<file path="src/rtl/parking_pkg.sv">
`default_nettype none
// ============================================================================
// Package     : parking_pkg
// Description : Shared types for the parking-lot barrier arbiter: gate FSM
//               states, lane identifiers and the round-robin lane picker.
// Revision    : 1.0  initial release
// ============================================================================
package parking_pkg;

    // Gate controller states
    typedef enum logic [1:0] {
        IDLE       = 2'd0,
        OPEN_ENTRY = 2'd1,
        OPEN_EXIT  = 2'd2,
        CLOSING    = 2'd3
    } gate_state_t;

    // Lane identifiers, also used to remember who was granted last
    typedef enum logic {
        ENTRY = 1'b0,
        EXIT  = 1'b1
    } lane_t;

    // When both lanes contend, the lane that was not served last wins
    function automatic lane_t rr_pick(input lane_t last_lane);
        return (last_lane == EXIT) ? ENTRY : EXIT;
    endfunction

endpackage : parking_pkg
`default_nettype wire

</file>
<file path="src/rtl/gate_timer.sv">
`default_nettype none
// ============================================================================
// Module      : gate_timer
// Description : Up-counter with synchronous clear and enable. Stops at the
//               supplied limit and flags when the count equals that limit.
//               The owner swaps the limit depending on which phase it times.
// Revision    : 1.0  initial release
// ============================================================================
module gate_timer #(
    parameter int WIDTH = 9
) (
    input  logic             clk,
    input  logic             reset,
    input  logic             i_clear,
    input  logic             i_enable,
    input  logic [WIDTH-1:0] i_limit,
    output logic             o_at_limit
);

    logic [WIDTH-1:0] cnt_q;
    logic [WIDTH-1:0] cnt_d;

    // Next count: clear wins, otherwise advance until the limit is reached
    always_comb begin
        cnt_d = cnt_q;
        if (i_clear) begin
            cnt_d = '0;
        end else if (i_enable && (cnt_q != i_limit)) begin
            cnt_d = cnt_q + WIDTH'(1);
        end
    end

    // Counter register
    always_ff @(posedge clk or posedge reset) begin
        if (reset) begin
            cnt_q <= '0;
        end else begin
            cnt_q <= cnt_d;
        end
    end

    assign o_at_limit = (cnt_q == i_limit);

endmodule : gate_timer
`default_nettype wire

</file>
<file path="src/rtl/parking_gate_arbiter.sv">
`default_nettype none
// ============================================================================
// Module      : parking_gate_arbiter
// Description : Shares one barrier gate between the entry and exit lanes.
//               Grants one lane at a time (round-robin under contention),
//               keeps the occupancy count, blocks entry when full and exit
//               when empty, and times out a grant that never completes.
// Revision    : 1.0  initial release
// ============================================================================
module parking_gate_arbiter
    import parking_pkg::*;
#(
    parameter int CAPACITY      = 9,
    parameter int CNT_W         = 4,
    parameter int TIMEOUT_TICKS = 400,
    parameter int CLOSE_TICKS   = 20
) (
    input  logic             clk,
    input  logic             reset,
    input  logic             entry_req,
    input  logic             exit_req,
    input  logic             entry_done,
    input  logic             exit_done,
    output logic             entry_grant,
    output logic             exit_grant,
    output logic             gate_open,
    output logic [CNT_W-1:0] count,
    output logic             full,
    output logic             empty,
    output logic             timeout_err
);

    // The shared timer must hold the larger of the two terminal values
    localparam int C_TMR_MAX = (TIMEOUT_TICKS > CLOSE_TICKS) ? TIMEOUT_TICKS : CLOSE_TICKS;
    localparam int C_TMR_W   = $clog2(C_TMR_MAX + 1);

    localparam logic [C_TMR_W-1:0] C_OPEN_LIMIT  = C_TMR_W'(TIMEOUT_TICKS - 1);
    localparam logic [C_TMR_W-1:0] C_CLOSE_LIMIT = C_TMR_W'(CLOSE_TICKS - 1);
    localparam logic [CNT_W-1:0]   C_CAP         = CNT_W'(CAPACITY);

    // ------------------------------------------------------------------
    // State and registered outputs
    // ------------------------------------------------------------------
    gate_state_t      state_q,       state_d;
    lane_t            last_grant_q,  last_grant_d;
    logic [CNT_W-1:0] count_q,       count_d;
    logic             entry_grant_q, entry_grant_d;
    logic             exit_grant_q,  exit_grant_d;
    logic             gate_open_q,   gate_open_d;
    logic             full_q,        full_d;
    logic             empty_q,       empty_d;
    logic             timeout_err_q, timeout_err_d;

    // ------------------------------------------------------------------
    // Combinational helpers
    // ------------------------------------------------------------------
    logic               w_entry_ok;
    logic               w_exit_ok;
    logic               w_tmr_clear;
    logic               w_tmr_en;
    logic               w_tmr_hit;
    logic [C_TMR_W-1:0] w_tmr_limit;
    lane_t              w_rr_lane;

    // Eligibility uses the registered flags, which track count exactly
    assign w_entry_ok = entry_req & ~full_q;
    assign w_exit_ok  = exit_req  & ~empty_q;
    assign w_rr_lane  = rr_pick(last_grant_q);

    // One timer serves both phases: restart on every state change,
    // run whenever the gate is not idle, and compare against the
    // limit belonging to the current phase.
    assign w_tmr_clear = (state_d != state_q);
    assign w_tmr_en    = (state_q != IDLE);
    assign w_tmr_limit = (state_q == CLOSING) ? C_CLOSE_LIMIT : C_OPEN_LIMIT;

    gate_timer #(
        .WIDTH (C_TMR_W)
    ) u_gate_timer (
        .clk        (clk),
        .reset      (reset),
        .i_clear    (w_tmr_clear),
        .i_enable   (w_tmr_en),
        .i_limit    (w_tmr_limit),
        .o_at_limit (w_tmr_hit)
    );

    // Next-state, arbitration, occupancy update and timeout detection
    always_comb begin
        state_d       = state_q;
        last_grant_d  = last_grant_q;
        count_d       = count_q;
        timeout_err_d = 1'b0;

        case (state_q)
            IDLE: begin
                if (w_entry_ok && w_exit_ok) begin
                    last_grant_d = w_rr_lane;
                    state_d      = (w_rr_lane == ENTRY) ? OPEN_ENTRY : OPEN_EXIT;
                end else if (w_entry_ok) begin
                    last_grant_d = ENTRY;
                    state_d      = OPEN_ENTRY;
                end else if (w_exit_ok) begin
                    last_grant_d = EXIT;
                    state_d      = OPEN_EXIT;
                end
            end

            OPEN_ENTRY: begin
                // A completed passage takes priority over an expiring timer
                if (entry_done) begin
                    state_d = CLOSING;
                    count_d = (count_q >= C_CAP) ? C_CAP : (count_q + CNT_W'(1));
                end else if (w_tmr_hit) begin
                    state_d       = CLOSING;
                    timeout_err_d = 1'b1;
                end
            end

            OPEN_EXIT: begin
                if (exit_done) begin
                    state_d = CLOSING;
                    count_d = (count_q == '0) ? '0 : (count_q - CNT_W'(1));
                end else if (w_tmr_hit) begin
                    state_d       = CLOSING;
                    timeout_err_d = 1'b1;
                end
            end

            CLOSING: begin
                if (w_tmr_hit) begin
                    state_d = IDLE;
                end
            end

            default: begin
                state_d = IDLE;
            end
        endcase
    end

    // Output decode from the next state and next count so flags line up with count
    always_comb begin
        entry_grant_d = (state_d == OPEN_ENTRY);
        exit_grant_d  = (state_d == OPEN_EXIT);
        gate_open_d   = (state_d == OPEN_ENTRY) || (state_d == OPEN_EXIT);
        full_d        = (count_d == C_CAP);
        empty_d       = (count_d == '0);
    end

    // State and output registers; reset parks the gate closed with an empty lot
    always_ff @(posedge clk or posedge reset) begin
        if (reset) begin
            state_q       <= IDLE;
            last_grant_q  <= EXIT;
            count_q       <= '0;
            entry_grant_q <= 1'b0;
            exit_grant_q  <= 1'b0;
            gate_open_q   <= 1'b0;
            full_q        <= 1'b0;
            empty_q       <= 1'b1;
            timeout_err_q <= 1'b0;
        end else begin
            state_q       <= state_d;
            last_grant_q  <= last_grant_d;
            count_q       <= count_d;
            entry_grant_q <= entry_grant_d;
            exit_grant_q  <= exit_grant_d;
            gate_open_q   <= gate_open_d;
            full_q        <= full_d;
            empty_q       <= empty_d;
            timeout_err_q <= timeout_err_d;
        end
    end

    assign entry_grant = entry_grant_q;
    assign exit_grant  = exit_grant_q;
    assign gate_open   = gate_open_q;
    assign count       = count_q;
    assign full        = full_q;
    assign empty       = empty_q;
    assign timeout_err = timeout_err_q;

endmodule : parking_gate_arbiter
`default_nettype wire

</file>
<file path="config.mk">
export PLATFORM = sky130hd
export DESIGN_NAME = parking_gate_arbiter
export DESIGN_NICKNAME = d
export VERILOG_FILES = /design/src/rtl/parking_pkg.sv /design/src/rtl/gate_timer.sv /design/src/rtl/parking_gate_arbiter.sv
export SDC_FILE = /design/constraint.sdc
export NUM_CORES = 1
export LEC_CHECK = 0
export BUFFER_PORTS_ARGS = -buffer_cell sky130_fd_sc_hd__buf_4
export CAP_MARGIN = 20
export CORE_AREA = 2 2 81 83
export DETAILED_ROUTE_END_ITERATION = 10
export DIE_AREA = 0 0 83 85
export PLACE_DENSITY = 0.39
export RECOVER_POWER = 100
export SLEW_MARGIN = 10
export SYNTH_ARGS = -nofsm -noshare
export SYNTH_HDL_FRONTEND = slang
export SYNTH_SLANG_ARGS = --single-unit
</file>
<file path="constraint.sdc">
create_clock -name clk -period 6.45 [get_ports clk]
set_input_delay 1.29 -clock clk [delete_from_list [all_inputs] [get_ports clk]]
set_output_delay 1.29 -clock clk [all_outputs]
set_load 0.05 [all_outputs]
</file>
### After elaboration in Yosys (flattened, before gate mapping)

Index checks and enable logic that the tools add are counted.

* output and inout port bits: 10
* memories kept: 0
* input port bits: 6
* bits in registers: 22
* RAM bits: 0
* logic and storage cells: 62
* bits in read-only memories: 0
* latch bits: 0

* reduce and logical (&&, ||, !) cells: 10
* shift operators: 0
* equal/unequal tests: 9
* bitwise logic cells: 4
* div/mod/pow operators: 0
* order comparisons: 1
* add/sub/neg operators: 3
* multipliers: 0
* muxes and demuxes: 25

Operators with widths (count)
* 9-bit two-way mux: 3
* 2-bit two-way mux: 8
* 4-bit two-way mux: 4
* 9-bit by 1-bit adder with 9-bit output, second input constant: 1
* 9-bit == test: 1
* 9-bit inequality test: 1
* 4-bit zero test: 2
* 2-bit case mux with 4 select lines: 1
* 4-bit case mux with 2 select lines: 1
* 1-bit two-way mux: 7
* 2-bit == test, second input constant: 3
* 4-bit by 1-bit adder with 4-bit output, second input constant: 1
* 2-bit by 1-bit == test with 1-bit output, second input constant: 2
* 4-bit == test, second input constant: 1
* 4-bit greater-or-equal comparator, second input constant: 1
* 2-bit nonzero test: 2
* 4-bit by 1-bit subtractor with 4-bit output, second input constant: 1
* 3-bit nonzero test: 1
* 1-bit bitwise AND: 2
* 1-bit logical AND: 2
* 2-bit zero test: 1
* 2-bit inequality test: 1
* 1-bit NOT: 2
* 1-bit case mux with 2 select lines: 1
* other kinds (2): 2

### Longest topological paths before layout

* depth after elaboration: 8
* depth in mapped cells: 8

### By module

A second synthesis with hierarchy kept.

* cell total of the unflattened synthesis: 163
* area total of the unflattened synthesis: 1467.7 µm²

Modules (own cells, without submodules)
* parking_gate_arbiter: instances 1, cells each 100, area each 864.6 µm²
* gate_timer: instances 1, cells each 63, area each 603.1 µm²

### Least setup slack after synthesis

OpenSTA, ideal clock, no wires.

* path kind: in2reg
* start point: input port entry_req
* end point: register u_gate_timer.cnt_q[0]
* required time: 6.303 ns
* path slack: 3.888 ns
* data arrival time: 2.414 ns
* stages on the path: 5
* library setup time: 0.147 ns
* cell sequence: nor2b_1 > nand2_1 > a211o_1 > o22ai_1 > nor3_1

* word-level cells in the longest chain between the ends: 6

RTL lines
* start, declared: line parking_gate_arbiter.sv:20 `input logic entry_req,`
* 1-bit bitwise AND (*): line parking_gate_arbiter.sv:66 `assign w_entry_ok = entry_req & ~full_q;`
* 2-bit two-way mux or 1-bit logical AND (tied branches): line parking_gate_arbiter.sv:100, parking_gate_arbiter.sv:97
* 2-bit two-way mux (*): line parking_gate_arbiter.sv:97 `if (w_entry_ok && w_exit_ok) begin`
* 2-bit case mux with 4 select lines (*): line parking_gate_arbiter.sv:95 `case (state_q)`
* 2-bit inequality test (*): line parking_gate_arbiter.sv:73 `assign w_tmr_clear = (state_d != state_q);`
* 9-bit two-way mux or 2-bit nonzero test (tied branches)
* end signal, assigned: line gate_timer.sv:38 `cnt_q <= cnt_d;`
* end, declared: line gate_timer.sv:20 `logic [WIDTH-1:0] cnt_q;`

Every way passes the cells marked *; elsewhere a longest branch is shown, timed or not.
A chain may end at the register's enable or synchronous reset.

### Worst setup path in the final report

* start point: register u_gate_timer.cnt_q[0]
* end point: register gate_open_q (netlist: gate_open)

* word-level cells in the longest chain between the ends: 6

RTL lines
* 9-bit == test (*): line gate_timer.sv:42 `assign o_at_limit = (cnt_q == i_limit);`
* 2-bit two-way mux: line parking_gate_arbiter.sv:114, parking_gate_arbiter.sv:124
* 2-bit two-way mux (on tied branches): line parking_gate_arbiter.sv:121, parking_gate_arbiter.sv:111
* 2-bit case mux with 4 select lines (*): line parking_gate_arbiter.sv:95
* via state_d[0]: line parking_gate_arbiter.sv:44 `gate_state_t state_q, state_d;`
* 2-bit by 1-bit == test with 1-bit output or 2-bit == test (tied branches): line parking_gate_arbiter.sv:146 `gate_open_d = (state_d == OPEN_ENTRY) || (state_d == OPEN_EXIT);`
* 1-bit logical OR (*): line parking_gate_arbiter.sv:146
* via gate_open_d: line parking_gate_arbiter.sv:49 `logic gate_open_q, gate_open_d;`
* end signal, assigned: line parking_gate_arbiter.sv:169 `gate_open_q <= gate_open_d;`
* end, declared: line parking_gate_arbiter.sv:49

Mark *: on every way through the listed nets, which the timed path passes. The rest lies on a longest branch.

==> flow_summary.yaml <==
clock_network:
  clock_latency_ps: 260
  root_buffer: "clkbuf_8"
  post_cts_buffers: 0
  ctsResizeCount: 0
  cts_made_buffers: 3
  cts_tree: "built"
  cts_sinks: 22
  cts.clk_slew.worst_paths_ps: 80
  htree_levels: 1
  clock_path_buffers: 2
  cts_hold_buffers: 0
finish:
  utilization_pct: 27.4
  fin_nets: 194
  postLayoutCellArea_um2: 1700
  top_register: "u_gate_timer.cnt_q"
  n_fill_cell: 685
  antennaDiodeCount: 0
  largest_reg_flops: 9
  syn2layout_area_growth_pct: 13.7
  final_common_cell: "dfrtp_1"
  layout-drive-gt1-share_pct: 6.78
  final_cell_mix: "20 x dfrtp_1, 12 x inv_1, 12 x nand2_1, 12 x nor3_1, 12 x clkbuf_1"
  fin_cells: 254
sta:
  tightest_slew_ps: 1050
  finalSetupViolCount: 0
  max_freq_mhz: 322
  finalHoldViolCount: 0
  timing.final.crit_share_pct: 48.2
  setup_tns_ps: 0
  slew_headroom_pct: 29.7
  slew_violations: 0
  rsz0062_at_grt: "no"
  skew_ps: 3.57
  finalCriticalPeriod_ps: 3110
synth:
  syn_inst: 163
  postSynthAreaPerCell_um2: 9.17
  synth_seq_cells: 22
  netlist_area_um2: 1500
  synthTopCellsByArea: "dfrtp_1 33%, ha_1 8.4%, xnor2_1 5.3%"
  yosysSeqAreaShare_pct: 37.0
  syn-num-nets: 179
  synth-edff-count: 0
  ys_types: 44
  yosysWarnings: 0
  yosysTopAreaCell: "dfrtp_1"
  async_reset_ff_share_pct: 100
  yosys.area.top_type_share_pct: 33.5
  synth_ff_type: "dfrtp_1"
power_and_ir_drop:
  leakage_nw: 0.711
  ir_worst_vdd_v: 0.000167
  powerDensity_nw_per_um2: 475
  power_uw: 809
routing:
  vias: 1275
  drtPass1Iterations: 4
  antenna_left: 0
  finalWirelength_um: 3520
  avgViaCountPerCell: 5.02
  routedWlPerCell_um: 13.8
  drtIter0Drc: 43
  drc: 0
worst_hold_path:
  whs_path_depth: 2
  min_path_type: "register to register"
global_routing:
  antenna_found_initial: 0
  track_usage_pct: 10.6
  grt-ovfl-total: 0
  grt_max_degree: 23
  grt_pass1_vias: 1266
  grt_pass1_wl_um: 6200
critical_path:
  cp.arrival_ps: 3280
  worstPathCellList: "ha_1, nor3b_1, a41o_2, nor2_1, a2111oi_0, a31oi_1, ha_1, inv_1"
  required_ps: 6620
  slowest_delay_ps: 870
  rr_worst_depth: 8
  cp_max_fo: 9
  cp-start-kind: "register"
  cp_slowest_cell: "nor3b_1"
  worst-setup-path-type: "register to register"
  endpoint_kind: "register"
  crit_top_cell: "ha_1"
die:
  die_w_um: 83
  dieArea_um2: 7060
  rows: 29
  boundaryPins: 16
  die_h_um: 85
  start_util_pct: 24.1
  coreArea_um2: 6200
place:
  dp_hpwl_um: 2670
  routabilityCongestion: 0.867
  dpl-instance-area_um2: 1690
  portBuffers: 15
  numPlacedInstances: 250
status:
  outcome: "completed"
flow_run:
  maxCapViolCount: 0
-- critical path, delay by kind of cell (launching register included) --
family,cells,cell delay (ps)
AND/OR/NAND/NOR,2,920
adder cells (fa/ha/maj),2,550
buffers and inverters,1,30
flip-flops,1,420
AO/OA/AOI/OAI,3,1090
-- kinds of logic (layout without fill, tap and decap cells) --
family	Yosys count	count (layout)	share of synthesized area, %
adders and majority gates	10	10	8.37
DFF	22	22	37.0
muxes	3	3	2.01
and+or+nand+nor	66	66	25.4
xor gates and xnor gates	9	9	5.27
buffers and inverters	17	31	4.27
AOI/OAI and AO/OA	36	36	17.7
-- stage by stage --
stage / setup slack [ps] / hold slack, ps
floorplan: 3890 / 507
global placement: 3530 / 536
detailed placement: 3440 / 536
CTS: 3730 / 544
global route: 3000 / 613
finish: 3340 / 543
-- per-layer routing --
layer | vias to the layer above | global-route usage [%] | part of all wire, %
met3 | 4 | 1.56 | 3.0
met4 | 0 | 2.24 | 0.68
met5 | - | 0 | 0
li1 | 629 | - | -
met1 | 617 | 15.0 | 50
met2 | 25 | 17.2 | 46
-- power by group --
part           internal (mW)  switching, mW
sequential             0.182         0.0454
clock                 0.0829         0.0469
combinational          0.145          0.307
-- worst paths after layout --
kind,from,end,slack (ps)
min,last_grant_q$_DFFE_PP1P_,last_grant_q$_DFFE_PP1P_,540
min in group asynchronous,reset,entry_grant$_DFF_PP0_,1200
max in group asynchronous,reset,timeout_err$_DFF_PP0_,4710
max reg2reg,u_gate_timer.cnt_q[0]$_DFFE_PP0P_,gate_open$_DFF_PP0_,3340
min reg2reg,last_grant_q$_DFFE_PP1P_,last_grant_q$_DFFE_PP1P_,540
max,u_gate_timer.cnt_q[0]$_DFFE_PP0P_,gate_open$_DFF_PP0_,3340
-- Yosys cell counts (all sizes together) (2+ instances only) --
library cell / n
nor2b: 3
nand2: 12
clkbuf: 4
a21boi: 2
o21ai: 6
a21oi: 6
nand4: 2
inv: 12
xnor2: 9
a211o: 2
nor3: 12
mux2i: 3
ha: 10
dfstp: 2
dfrtp: 20
and4b: 2
o211ai: 2
nor4: 2
a211oi: 3
nand2b: 4
and3: 4
nor2: 11
and4bb: 2
a31oi: 5
nand4b: 2
nand3: 5
-- area by class of cell --
class                   count  area, um2  area share (%)
multi-input cells         124        867            51.0
flip-flops and latches     22        553            32.5
well taps                  77       96.3            5.67
repair buffers             15       67.6            3.97
inverters                  12       45.0            2.65
clock buffers               3       41.3            2.43
clock inverters             1       30.0            1.77
Note: power is estimated with default switching activity, not from simulation.
